[src/rtl/regfile_write_arbiter.sv]
// Write-port owner for the 32x64 register file: clears registers after reset,
// then arbitrates two writeback requesters round-robin onto DA/D/W.
module regfile_write_arbiter #(
    parameter int unsigned DATA_W     = 64,
    parameter int unsigned ADDR_W     = 5,
    parameter int unsigned ZERO_REG   = 31,
    parameter bit          INIT_CLEAR = 1'b1
) (
    input  logic              clock,
    input  logic              reset,
    input  logic              w0_valid,
    input  logic [ADDR_W-1:0] w0_addr,
    input  logic [DATA_W-1:0] w0_data,
    output logic              w0_ready,
    input  logic              w1_valid,
    input  logic [ADDR_W-1:0] w1_addr,
    input  logic [DATA_W-1:0] w1_data,
    output logic              w1_ready,
    output logic [ADDR_W-1:0] DA,
    output logic [DATA_W-1:0] D,
    output logic              W,
    output logic [1:0]        grant,
    output logic              init_done
);

    localparam logic [ADDR_W-1:0] ZeroAddr = ADDR_W'(ZERO_REG);
    localparam logic [ADDR_W-1:0] LastCnt  = {ADDR_W{1'b1}};

    typedef enum logic {StInit, StRun} state_e;

    state_e              state_q, state_d;
    logic [ADDR_W-1:0]   init_cnt_q, init_cnt_d;
    logic [ADDR_W-1:0]   da_q, da_d;
    logic [DATA_W-1:0]   d_q, d_d;
    logic                w_q, w_d;
    logic [1:0]          grant_q, grant_d;
    logic                init_done_q, init_done_d;
    logic                rr_ptr_q, rr_ptr_d;
    logic                run, pick1;

    // Ready is gated by reset so requesters see no acceptance while held in reset.
    always_comb begin
        run      = reset && (state_q == StRun);
        pick1    = w1_valid && (!w0_valid || rr_ptr_q);
        w0_ready = run && w0_valid && !pick1;
        w1_ready = run && pick1;
    end

    always_comb begin
        state_d     = state_q;
        init_cnt_d  = init_cnt_q;
        da_d        = da_q;
        d_d         = d_q;
        w_d         = 1'b0;
        grant_d     = 2'b00;
        init_done_d = init_done_q;
        rr_ptr_d    = rr_ptr_q;
        unique case (state_q)
            StInit: begin
                // Count reaching all-ones means the last clearable register was issued.
                if (init_cnt_q == LastCnt) begin
                    state_d     = StRun;
                    init_done_d = 1'b1;
                end else begin
                    w_d        = 1'b1;
                    da_d       = init_cnt_q;
                    d_d        = '0;
                    init_cnt_d = init_cnt_q + 1'b1;
                end
            end
            StRun: begin
                if (w0_ready) begin
                    da_d     = w0_addr;
                    d_d      = w0_data;
                    w_d      = (w0_addr != ZeroAddr);
                    grant_d  = 2'b01;
                    rr_ptr_d = 1'b1;
                end else if (w1_ready) begin
                    da_d     = w1_addr;
                    d_d      = w1_data;
                    w_d      = (w1_addr != ZeroAddr);
                    grant_d  = 2'b10;
                    rr_ptr_d = 1'b0;
                end
            end
        endcase
    end

    always_ff @(posedge clock or negedge reset) begin
        if (!reset) begin
            state_q     <= INIT_CLEAR ? StInit : StRun;
            init_cnt_q  <= '0;
            da_q        <= '0;
            d_q         <= '0;
            w_q         <= 1'b0;
            grant_q     <= 2'b00;
            init_done_q <= 1'b0;
            rr_ptr_q    <= 1'b0;
        end else begin
            state_q     <= state_d;
            init_cnt_q  <= init_cnt_d;
            da_q        <= da_d;
            d_q         <= d_d;
            w_q         <= w_d;
            grant_q     <= grant_d;
            init_done_q <= init_done_d;
            rr_ptr_q    <= rr_ptr_d;
        end
    end

    assign DA        = da_q;
    assign D         = d_q;
    assign W         = w_q;
    assign grant     = grant_q;
    assign init_done = init_done_q;

endmodule

[config.mk]
export PLATFORM = sky130hd
export DESIGN_NAME = regfile_write_arbiter
export DESIGN_NICKNAME = d
export VERILOG_FILES = /design/src/rtl/regfile_write_arbiter.sv
export SDC_FILE = /design/constraint.sdc
export NUM_CORES = 1
export LEC_CHECK = 0
export BUFFER_PORTS_ARGS = -buffer_cell sky130_fd_sc_hd__buf_2
export CAP_MARGIN = 15
export CELL_PAD_IN_SITES_DETAIL_PLACEMENT = 1
export CELL_PAD_IN_SITES_GLOBAL_PLACEMENT = 2
export CORE_ASPECT_RATIO = 0.5
export CORE_UTILIZATION = 23
export CTS_CLUSTER_DIAMETER = 150
export DETAILED_ROUTE_END_ITERATION = 10
export GPL_TIMING_DRIVEN = 1
export PLACE_DENSITY_LB_ADDON = 0.1
export RECOVER_POWER = 100
export SLEW_MARGIN = 0
export SYNTH_ARGS = -nofsm -noshare
export SYNTH_HDL_FRONTEND = slang
export SYNTH_SLANG_ARGS = --single-unit
[constraint.sdc]
create_clock -name clock -period 1.99 [get_ports clock]
set_input_delay 0.199 -clock clock [delete_from_list [all_inputs] [get_ports clock]]
set_output_delay 0.199 -clock clock [all_outputs]
set_load 0.01 [all_outputs]
==> summary.md, run 1 <==
| Metric | Value |
|---|---|
| Status | completed |
| Chip Height | 88.8 um |
| Hold Startpoint | w1_data[60] |
| Syn Area/Cell | around 9.8 um2 |
| Mean number of vias per cell | 4.42 |
| Initial Util | 23.7% |
| Fillers | 1,784 |
| Final period utilization | just over 90% |
| Slew @ Worst Pin | 1.12 ns |
| Post-synth top area share | 57.8% |
| Crit path from | init_cnt_q[0] |
| CP required | 2.21 ns |
| Area of the multi-input gates | 1320 um2 |
| WL final | 11,900 um |
| Clk slew on worst S/H paths | approximately 0.060 ns |
| R2R setup slack | 0.14 ns |
| Clk_lat worst skew | 0.33 ns |
| Slowest cell on crit path | dfrtp_1 |
| Num CTS Buffers | 9 |
| Crit path capture type | register |
| Cell mode on critical path | ha_1 |
| Unrepaired setup endpoints after global routing | no |
| Post-synthesis cell count | 352 |
| Clk_skew | 0.00592 ns |
| Mapped Nets | 496 |
| Grt ovf | 0 |
| H-tree Lvls | 3 |
| Crit path DAT | 2.07 ns |
| Synth warn | 0 |
| Post-DP HPWL | 8670 um |
| Fmax | ~0.54 GHz |
| Io pins | 217 |
| Syn Std Cell Area | 3460 um2 |
| Global-route wire length before repair | 18,600 um |
| VDD IR max | 391 uV |
| Total die area | 15,600 um2 |
| Remaining antenna violation count | 0 |
| Pwr Total | 4.54 mW |
| Die width | between 150 and 200 um |
| # setup viols final | 0 |
| Area contributors post-synth | dfrtp_1 58%, nand2_1 14%, a22oi_1 14% |
| Clk buf depth | 2 |
| Critical path type | register to register |
| DR vias | 3,431 |
| Final hold vios | 0 |
| CP Buf/Inv Count | 1 |
| FP Rows | 31 |
| CP cell instances | ha_1, and3_1, ha_1, nor2_2, nor2b_4, buf_12, a22oi_1, nand2_1 |
| Initial DRT Pass Iterations | 4 |
| Placeable Area | 14,600 um2 |
| Drc violations | 0 |
| PortBufs | 216 |
| Hold worst-path end | D[60] |
| Vias in the first global route | roughly 3,600 |
| Slew Limit Fails | 0 |
| CP delay by family, top | simple AND/OR/NAND/NOR gates |
| Nets | 718 |
| Crit Reg-Reg Startpoint | init_cnt_q[0] |
| Yosys reg bits | 80 |
| Worst Hold Class | input pin to register |
| Commonest non-fill, non-tap cells in the layout | 142 x buf_2, 132 x nand2_1, 79 x dfrtp_1 |
| DR WL/cell | 15.3 um |
| All-Layer GR Usage | 15.5% |
| Cell taking the most area after synthesis | dfrtp_1 |
| Register area share after synthesis | between 50% and 60% |
| Layout area overhead | 47.0% |
| Ant diodes | 0 |
| Max cap viols | 0 |
| Hold slack | 0.0513 ns |
| Min Tclk post-route | roughly 1.9 ns |
| Gpl congestion | roughly 0.71 |
| TNS Setup | 0 ns |
| Static Leak | 2.56 nW |
| Worst Reg-to-Reg Cells | 8 |
| Layout cells sized above 1 | 31.8% |
| Unique masters post-synth | 28 |
| Pin count of the biggest net entering global routing | 55 |
| CTS tree | yes |
| Register area | 2000 um2 |
| Root Driver | clkbuf_16 |
| Hold depth | 3 |
| Most common cell after layout, fill and taps aside | buf_2 |
| DR iter-0 viols | 97 |
| Initial antenna violation count | 0 |
| Maximum fanout along the worst path | 26 |
| Clock sinks | 80 |
| Critical Path Max Stage Delay | 0.42 ns |
| Slew Limit Headroom | 25.5% |
| Power per cell area | 892 nW/um2 |
| CP Depth | 8 |
| Worst setup SP type | register |
| Worst reg2reg endpoint | D[5] |
synthesized netlist by cell type:
master / n
a21oi_1: 7
nand4_1: 2
or2_2: 2
nor3_2: 1
xnor2_1: 2
dfrtp_1: 80
o211ai_1: 1
mux2_2: 2
nand2_1: 132
xor2_1: 1
a31oi_1: 1
ha_1: 2
buf_4: 2
clkbuf_2: 1
a21bo_2: 1
nor2b_1: 2
buf_6: 3
a22oi_1: 65
inv_1: 5
o31a_1: 1
mux2i_1: 4
and3_1: 5
nor3_1: 1
o21ai_0: 7
clkbuf_1: 3
nand3_1: 3
nor2_1: 1
buf_2: 15
timing repair:
action                     in CTS  in global routing
gates resized for setup         0                  2
hold buffers                    1                  0
hold endpoints to repair        8                  0
buffers inserted                0                  3
setup endpoints to repair       0                 52
worst max-delay path by stage:
stage	to	slack [ns]
2_1_floorplan	init_cnt_q[1]	0.17
6_report	D[5]	0.14
5_1_grt	D[39]	0.007
3_3_place_gp	D[31]	0.14
4_1_cts	w1_ready	0.02
3_5_place_dp	D[5]	0.06
worst reg2reg max path: stages (launching register included):
cell	delay, ns
dfrtp_1	0.42
ha_1	0.22
and3_1	0.18
ha_1	0.19
nor2_2	0.18
nor2b_4	0.12
buf_12	0.18
a22oi_1	0.17
nand2_1	0.08
sequential cells by signal (all words and copies together), names as in the netlist:
register    cells
D              64
DA              5
init_cnt_q      5
grant           2
W               1
init_done       1
rr_ptr_q        1
state_q         1
logic make-up after synthesis:
logic type                 count (synthesis)  share of synthesized area (%)
muxes                                      6                           1.81
adders and majority gates                  2                          0.722
buffers and inverters                     29                           4.59
xor gates and xnor gates                   3                          0.759
and+or+nand+nor                          149                           17.3
DFF                                       80                           57.8
AOI/OAI and AO/OA                         83                           17.1
through the flow:
step                instances  utilization (%)  setup slack, ns  instance area [um2]
finish                    777             34.9            0.138                 5090
detailed placement        757             33.5           0.0635                 4880
global route              777             34.9          0.00666                 5090
global placement          757             33.5            0.142                 4880
floorplan                 352                -            0.166                 3460
CTS                       774             35.5           0.0248                 5180
routing by layer:
layer | share of wire (%) | global-route usage (%) | up-vias
met2 | 48 | 27.1 | 110
met5 | 0 | 0 | -
met3 | 6.3 | 4.77 | 6
met1 | 45 | 19.2 | 1659
met4 | 0.57 | 3.32 | 0
li1 | - | - | 1656
power by group:
group          switching, mW  total (mW)  internal (mW)
clock                  0.662        1.63          0.965
sequential             0.129        1.99           1.86
combinational          0.529       0.928          0.398
final cells by class:
cell class | count | area share, %
clock inverter | 6 | 1.18
clock buffer | 10 | 4.50
sequential | 80 | 39.3
multi-input combinational | 243 | 25.9
tap | 198 | 4.87
inverter | 5 | 0.369
timing repair buffer | 235 | 23.8
(Power assumes the default switching activity.)
==> run 2: changes to the inputs <==
--- a/config.mk
+++ b/config.mk
@@ -5,14 +5,14 @@
 export SDC_FILE = /design/constraint.sdc
 export NUM_CORES = 1
 export LEC_CHECK = 0
-export BUFFER_PORTS_ARGS = -buffer_cell sky130_fd_sc_hd__buf_2
 export CAP_MARGIN = 15
 export CELL_PAD_IN_SITES_DETAIL_PLACEMENT = 1
 export CELL_PAD_IN_SITES_GLOBAL_PLACEMENT = 2
 export CORE_ASPECT_RATIO = 0.5
-export CORE_UTILIZATION = 23
+export CORE_UTILIZATION = 34
 export CTS_CLUSTER_DIAMETER = 150
 export DETAILED_ROUTE_END_ITERATION = 10
+export DONT_BUFFER_PORTS = 1
 export GPL_TIMING_DRIVEN = 1
 export PLACE_DENSITY_LB_ADDON = 0.1
 export RECOVER_POWER = 100
==> summary.md, run 2 (synthesis results as in run 1) <==
| Metric | Value |
|---|---|
| Status | complete, but fails checks |
| Violated checks | hold timing |
| Slew Limit Headroom | between 70% and 80% |
| Critical path type | register to register |
| Maximum fanout along the worst path | 45 |
| Clk_skew | 0.00773 ns |
| Initial DRT Pass Iterations | 4 |
| Max FFs per register | 64 |
| Placeable Area | 9670 um2 |
| Final hold vios | 80 |
| FP Rows | 25 |
| Register area | 2000 um2 |
| Crit path capture type | register |
| Max cap viols | 0 |
| DR WL/cell | roughly 19 um |
| Commonest non-fill, non-tap cells in the layout | 132 x nand2_1, 80 x dfrtp_1, 67 x dlygate4sd3_1 |
| Die width | between 100 and 150 um |
| Most common cell after layout, fill and taps aside | nand2_1 |
| Slew @ Worst Pin | 0.435 ns |
| Slew Limit Fails | 0 |
| WL final | 10,600 um |
| Post-DP HPWL | 6920 um |
| Chip Height | 73.4 um |
| Pwr Total | approximately 4.3 mW |
| Fmax | 0.531 GHz |
| H-tree Lvls | 3 |
| Design Area, Final | 4590 um2 |
| Drc violations | 0 |
| CP required | 2.20 ns |
| Crit path DAT | 2.10 ns |
| Worst setup SP type | register |
| Gpl congestion | 0.712 |
| Met1 Wirelength | 3870 um |
| Initial Util | between 30% and 40% |
| Mean number of vias per cell | between 5 and 6 |
| PortBufs | 0 |
| Met2 wire len | 5620 um |
| Clk buf depth | 2 |
| Top sig layer | met4 |
| Io pins | 217 |
| Remaining antenna violation count | 0 |
| Length of routed met3 wiring | ~900 um |
| CTS Hold Bufs | 67 |
| Worst Hold Class | input pin to asynchronous set/reset pin |
| Fillers | roughly 1,100 |
| Initial antenna violation count | 0 |
| Global-route wire length before repair | between 15,000 and 20,000 um |
| Clock sinks | 80 |
| Grt ovf | 0 |
| Worst Setup Slack, final | 0.106 ns |
| DR vias | 2,967 |
| Nets | 558 |
| Non-Filler Instances | 554 |
| Min Tclk post-route | 1.88 ns |
| Layout cells sized above 1 | 8.35% |
| Final period utilization | 94.7% |
| TNS Setup | 0 ns |
| Power per cell area | 944 nW/um2 |
| Unrepaired setup endpoints after global routing | yes |
| Root Driver | clkbuf_16 |
| Fin util | approximately 47% |
| Area of the multi-input gates | 1350 um2 |
| # setup viols final | 0 |
| VDD IR max | 435 uV |
| Pin count of the biggest net entering global routing | 85 |
| Hold slack | -0.444 ns |
| Layout area overhead | 32.5% |
| Setup WS pre-CTS | 0.0470 ns |
| All-Layer GR Usage | about 20% |
| Clk_lat worst skew | 0.34 ns |
| Total die area | 10,600 um2 |
| Num CTS Buffers | 9 |
| Ant diodes | 0 |
| DR iter-0 viols | 93 |
| Vias in the first global route | between 3,000 and 4,000 |
| Post-Place Cell Area | 3590 um2 |
| DP Cell Count | 471 |
| CTS tree | yes |
| Clk slew on worst S/H paths | 0.06 ns |
| Static Leak | approximately 2.1 nW |
-- run 2: cell types whose count changed in the layout (fill, tap and decap cells not counted), moves of 2 or more --
cell and delta:
a22oi_1 -3, dlygate4sd3_1 +66, clkbuf_4 -2, clkbuf_2 -3, a22oi_2 +3, buf_2 -142
clkbuf_1 -74, buf_12 -6
-- run 2: worst paths after layout --
check / from / to / slack, ns / depth (start not counted)
max: init_cnt_q[0] / D[40] / 0.11 / 8
min in group clock: w0_data[39] / D[39] / 0.01 / 2
min reg2reg: init_cnt_q[3] / init_cnt_q[3] / 0.48 / 1
min: reset / D[24] / -0.44 / 0
max in group asynchronous: reset / D[60] / 2.30 / 0
max reg2reg: init_cnt_q[0] / D[40] / 0.11 / 8
-- run 2: repair_timing --
action	4_1_cts	5_1_grt
setup endpoints to repair	0	70
setup buffers	0	0
endpoints found under the hold margin	145	80
gates resized for setup	0	8
-- run 2: where the power goes --
group,switching (mW),internal [mW]
Combinational,0.267,0.271
Sequential,0.292,1.86
Clock,0.642,1.00
Total,1.20,3.13
-- run 2: metal layers --
metal / vias to the layer above / GRT usage, %
li1: 1336 / -
met1: 1487 / 20.2
met2: 128 / 37.3
met3: 16 / 7.82
met4: 0 / 6.20
met5: - / 0
-- run 2: worst max-delay path, cell delays in order (launching register included) --
cell	delay, ns
dfrtp_1	0.42
ha_1	0.23
and3_1	0.18
ha_1	0.22
nor2_4	0.15
nor2b_4	0.06
buf_12	0.18
a22oi_1	0.21
nand2_1	0.11
-- run 2: layout make-up --
class                      count  share of cell area (%)
timing repair buffer          75                    16.4
clock inverter                 5                    1.23
multi-input combinational    243                    29.4
tap                          135                    3.68
clock buffer                  11                    5.29
inverter                       5                   0.409
sequential                    80                    43.6
==> run 3: changes to the inputs <==
--- a/config.mk
+++ b/config.mk
@@ -14,6 +14,7 @@
 export DETAILED_ROUTE_END_ITERATION = 10
 export DONT_BUFFER_PORTS = 1
 export GPL_TIMING_DRIVEN = 1
+export MAX_ROUTING_LAYER = met4
 export PLACE_DENSITY_LB_ADDON = 0.1
 export RECOVER_POWER = 100
 export SLEW_MARGIN = 0
==> summary.md, run 3 (synthesis results as in run 1) <==
| Metric | Value |
|---|---|
| Status | complete, but fails checks |
| Violated checks | hold timing |
| PortBufs | 0 |
| Remaining antenna violation count | 0 |
| H-tree Lvls | 3 |
| Max FFs per register | 64 |
| Total die area | 10,600 um2 |
| CP cell instances | ha_1, and3_1, ha_1, nor2_4, nor2b_4, buf_12, a22oi_1, nand2_1 |
| Layout cells sized above 1 | about 8.4% |
| Register area | ~2000 um2 |
| Maximum fanout along the worst path | between 40 and 50 |
| DR WL/cell | between 15 and 20 um |
| Worst Hold Class | input pin to asynchronous set/reset pin |
| Clock sinks | 80 |
| Max cap viols | 0 |
| Static Leak | 2.13 nW |
| Crit Reg-Reg Startpoint | init_cnt_q[0] |
| Power per cell area | 945 nW/um2 |
| WL final | ~11,000 um |
| Most common cell after layout, fill and taps aside | nand2_1 |
| Clk buf depth | 2 |
| Sequential share of power | 49.6% |
| Worst reg2reg endpoint | D[40] |
| Slowest cell on crit path | dfrtp_1 |
| R2R setup slack | ~0.095 ns |
| Layout area overhead | 32.5% |
| Drc violations | 0 |
| Die width | 145 um |
| Clock share of power | about 38% |
| Slew Limit Headroom | 70.5% |
| TNS Setup | 0 ns |
| All-Layer GR Usage | 20.4% |
| Clk slew on worst S/H paths | 0.06 ns |
| CTS Hold Bufs | 67 |
| Cell-internal power | 3.13 mW |
| Worst setup SP type | register |
| Initial Util | between 30% and 40% |
| CP required | 2.20 ns |
| Final period utilization | 95.2% |
| DR vias | 2,967 |
| Worst Setup Slack, final | 0.0945 ns |
| Final hold vios | 80 |
| Min Tclk post-route | approximately 1.9 ns |
| Fmax | 0.528 GHz |
| # setup viols final | 0 |
| Vias in the first global route | 3,066 |
| CTS tree | yes |
| Grt ovf | 0 |
| Initial DRT Pass Iterations | 4 |
| VDD IR max | 432 uV |
| Global-route wire length before repair | 15,600 um |
| Placeable Area | 9670 um2 |
| Sw Share | about 28% |
| Pin count of the biggest net entering global routing | 85 |
| Post-DP HPWL | 6920 um |
| Cell mode on critical path | ha_1 |
| Ant diodes | 0 |
| Slew Limit Fails | 0 |
| FP Rows | 25 |
| Clk_skew | just under 0.008 ns |
| Io pins | 217 |
| Critical path type | register to register |
| Clk_lat worst skew | between 0.3 and 0.4 ns |
| Num CTS Buffers | 9 |
| Commonest non-fill, non-tap cells in the layout | 132 x nand2_1, 80 x dfrtp_1, 67 x dlygate4sd3_1 |
| Gpl congestion | 0.720 |
| Net Sw Power | between 1 and 1.5 mW |
| Root Driver | clkbuf_16 |
| Nets | 558 |
| Slew @ Worst Pin | between 0.4 and 0.5 ns |
| Critical Path Max Stage Delay | 0.42 ns |
| Unrepaired setup endpoints after global routing | yes |
| Initial antenna violation count | 0 |
| Crit path capture type | register |
| Mean number of vias per cell | 5.36 |
| Hold slack | -0.444 ns |
| Worst Reg-to-Reg Cells | 8 |
| Fillers | 1,061 |
| Area of the multi-input gates | about 1400 um2 |
| Chip Height | 73.4 um |
| Pwr Total | 4.34 mW |
| Setup WS pre-CTS | approximately 0.047 ns |
| Combinational cell fraction of total power | about 12% |
| DR iter-0 viols | 107 |
| Crit path DAT | approximately 2.1 ns |
-- run 3: cell counts in the layout (fill, tap and decap cells not counted) --
Identical to the previous run, type by type.
-- run 3: worst max-delay path by stage --
| stage | from | endpoint | slack, ns |
|---|---|---|---|
| 5_1_grt | init_cnt_q[0] | D[40] | -0.01 |
| 4_1_cts | init_cnt_q[0] | D[51] | 0.01 |
| 3_3_place_gp | init_cnt_q[0] | D[56] | 0.14 |
| 2_1_floorplan | init_cnt_q[0] | init_cnt_q[1] | 0.17 |
| 6_report | init_cnt_q[0] | D[40] | 0.09 |
| 3_5_place_dp | init_cnt_q[0] | D[51] | 0.05 |
-- run 3: routing by layer --
layer | wire length [um] | part of all wire, % | track usage, % | vias to the layer above
li1 | - | - | - | 1334
met2 | 5690 | 54 | 37.2 | 124
met4 | 143 | 1.3 | 6.20 | 0
met5 | 0 | 0 | - | -
met1 | 3910 | 37 | 20.5 | 1495
met3 | 853 | 8.0 | 7.69 | 14
-- run 3: power groups by stage --
stage               Clock (mW)  Sequential [mW]  Combinational, mW
global route              1.76             2.18              0.604
finish                    1.65             2.15              0.539
CTS                       1.70             2.15              0.530
floorplan                    0             2.11              0.343
detailed placement           0             2.18              0.424
global placement             0             2.18              0.393
-- run 3: layout make-up --
type / count / share of cell area (%)
repair buffers: 75 / 16.4
flip-flops and latches: 80 / 43.6
well taps: 135 / 3.68
clock inverters: 5 / 1.23
clock buffers: 11 / 5.29
inverters: 5 / 0.409
multi-input cells: 243 / 29.4
-- run 3: critical path: cells and delay by family, from the launching register on --
kind	cells	cell delay, ns
AO/OA/AOI/OAI	1	0.21
adder cells (fa/ha/maj)	2	0.45
buffers and inverters	1	0.18
flip-flops	1	0.42
AND/OR/NAND/NOR	4	0.51
-- run 3: through the flow --
stage	util [%]	area, um2	std cells
finish	47.5	4590	554
floorplan	-	3460	352
global route	47.5	4590	554
CTS	47.2	4560	554
global placement	37.1	3590	471
detailed placement	37.1	3590	471
-- run 3: timing repair --
item	4_1_cts	5_1_grt
gates resized for setup	0	8
endpoints found under the setup margin	0	70
hold endpoints to repair	145	80
buffers inserted	0	0
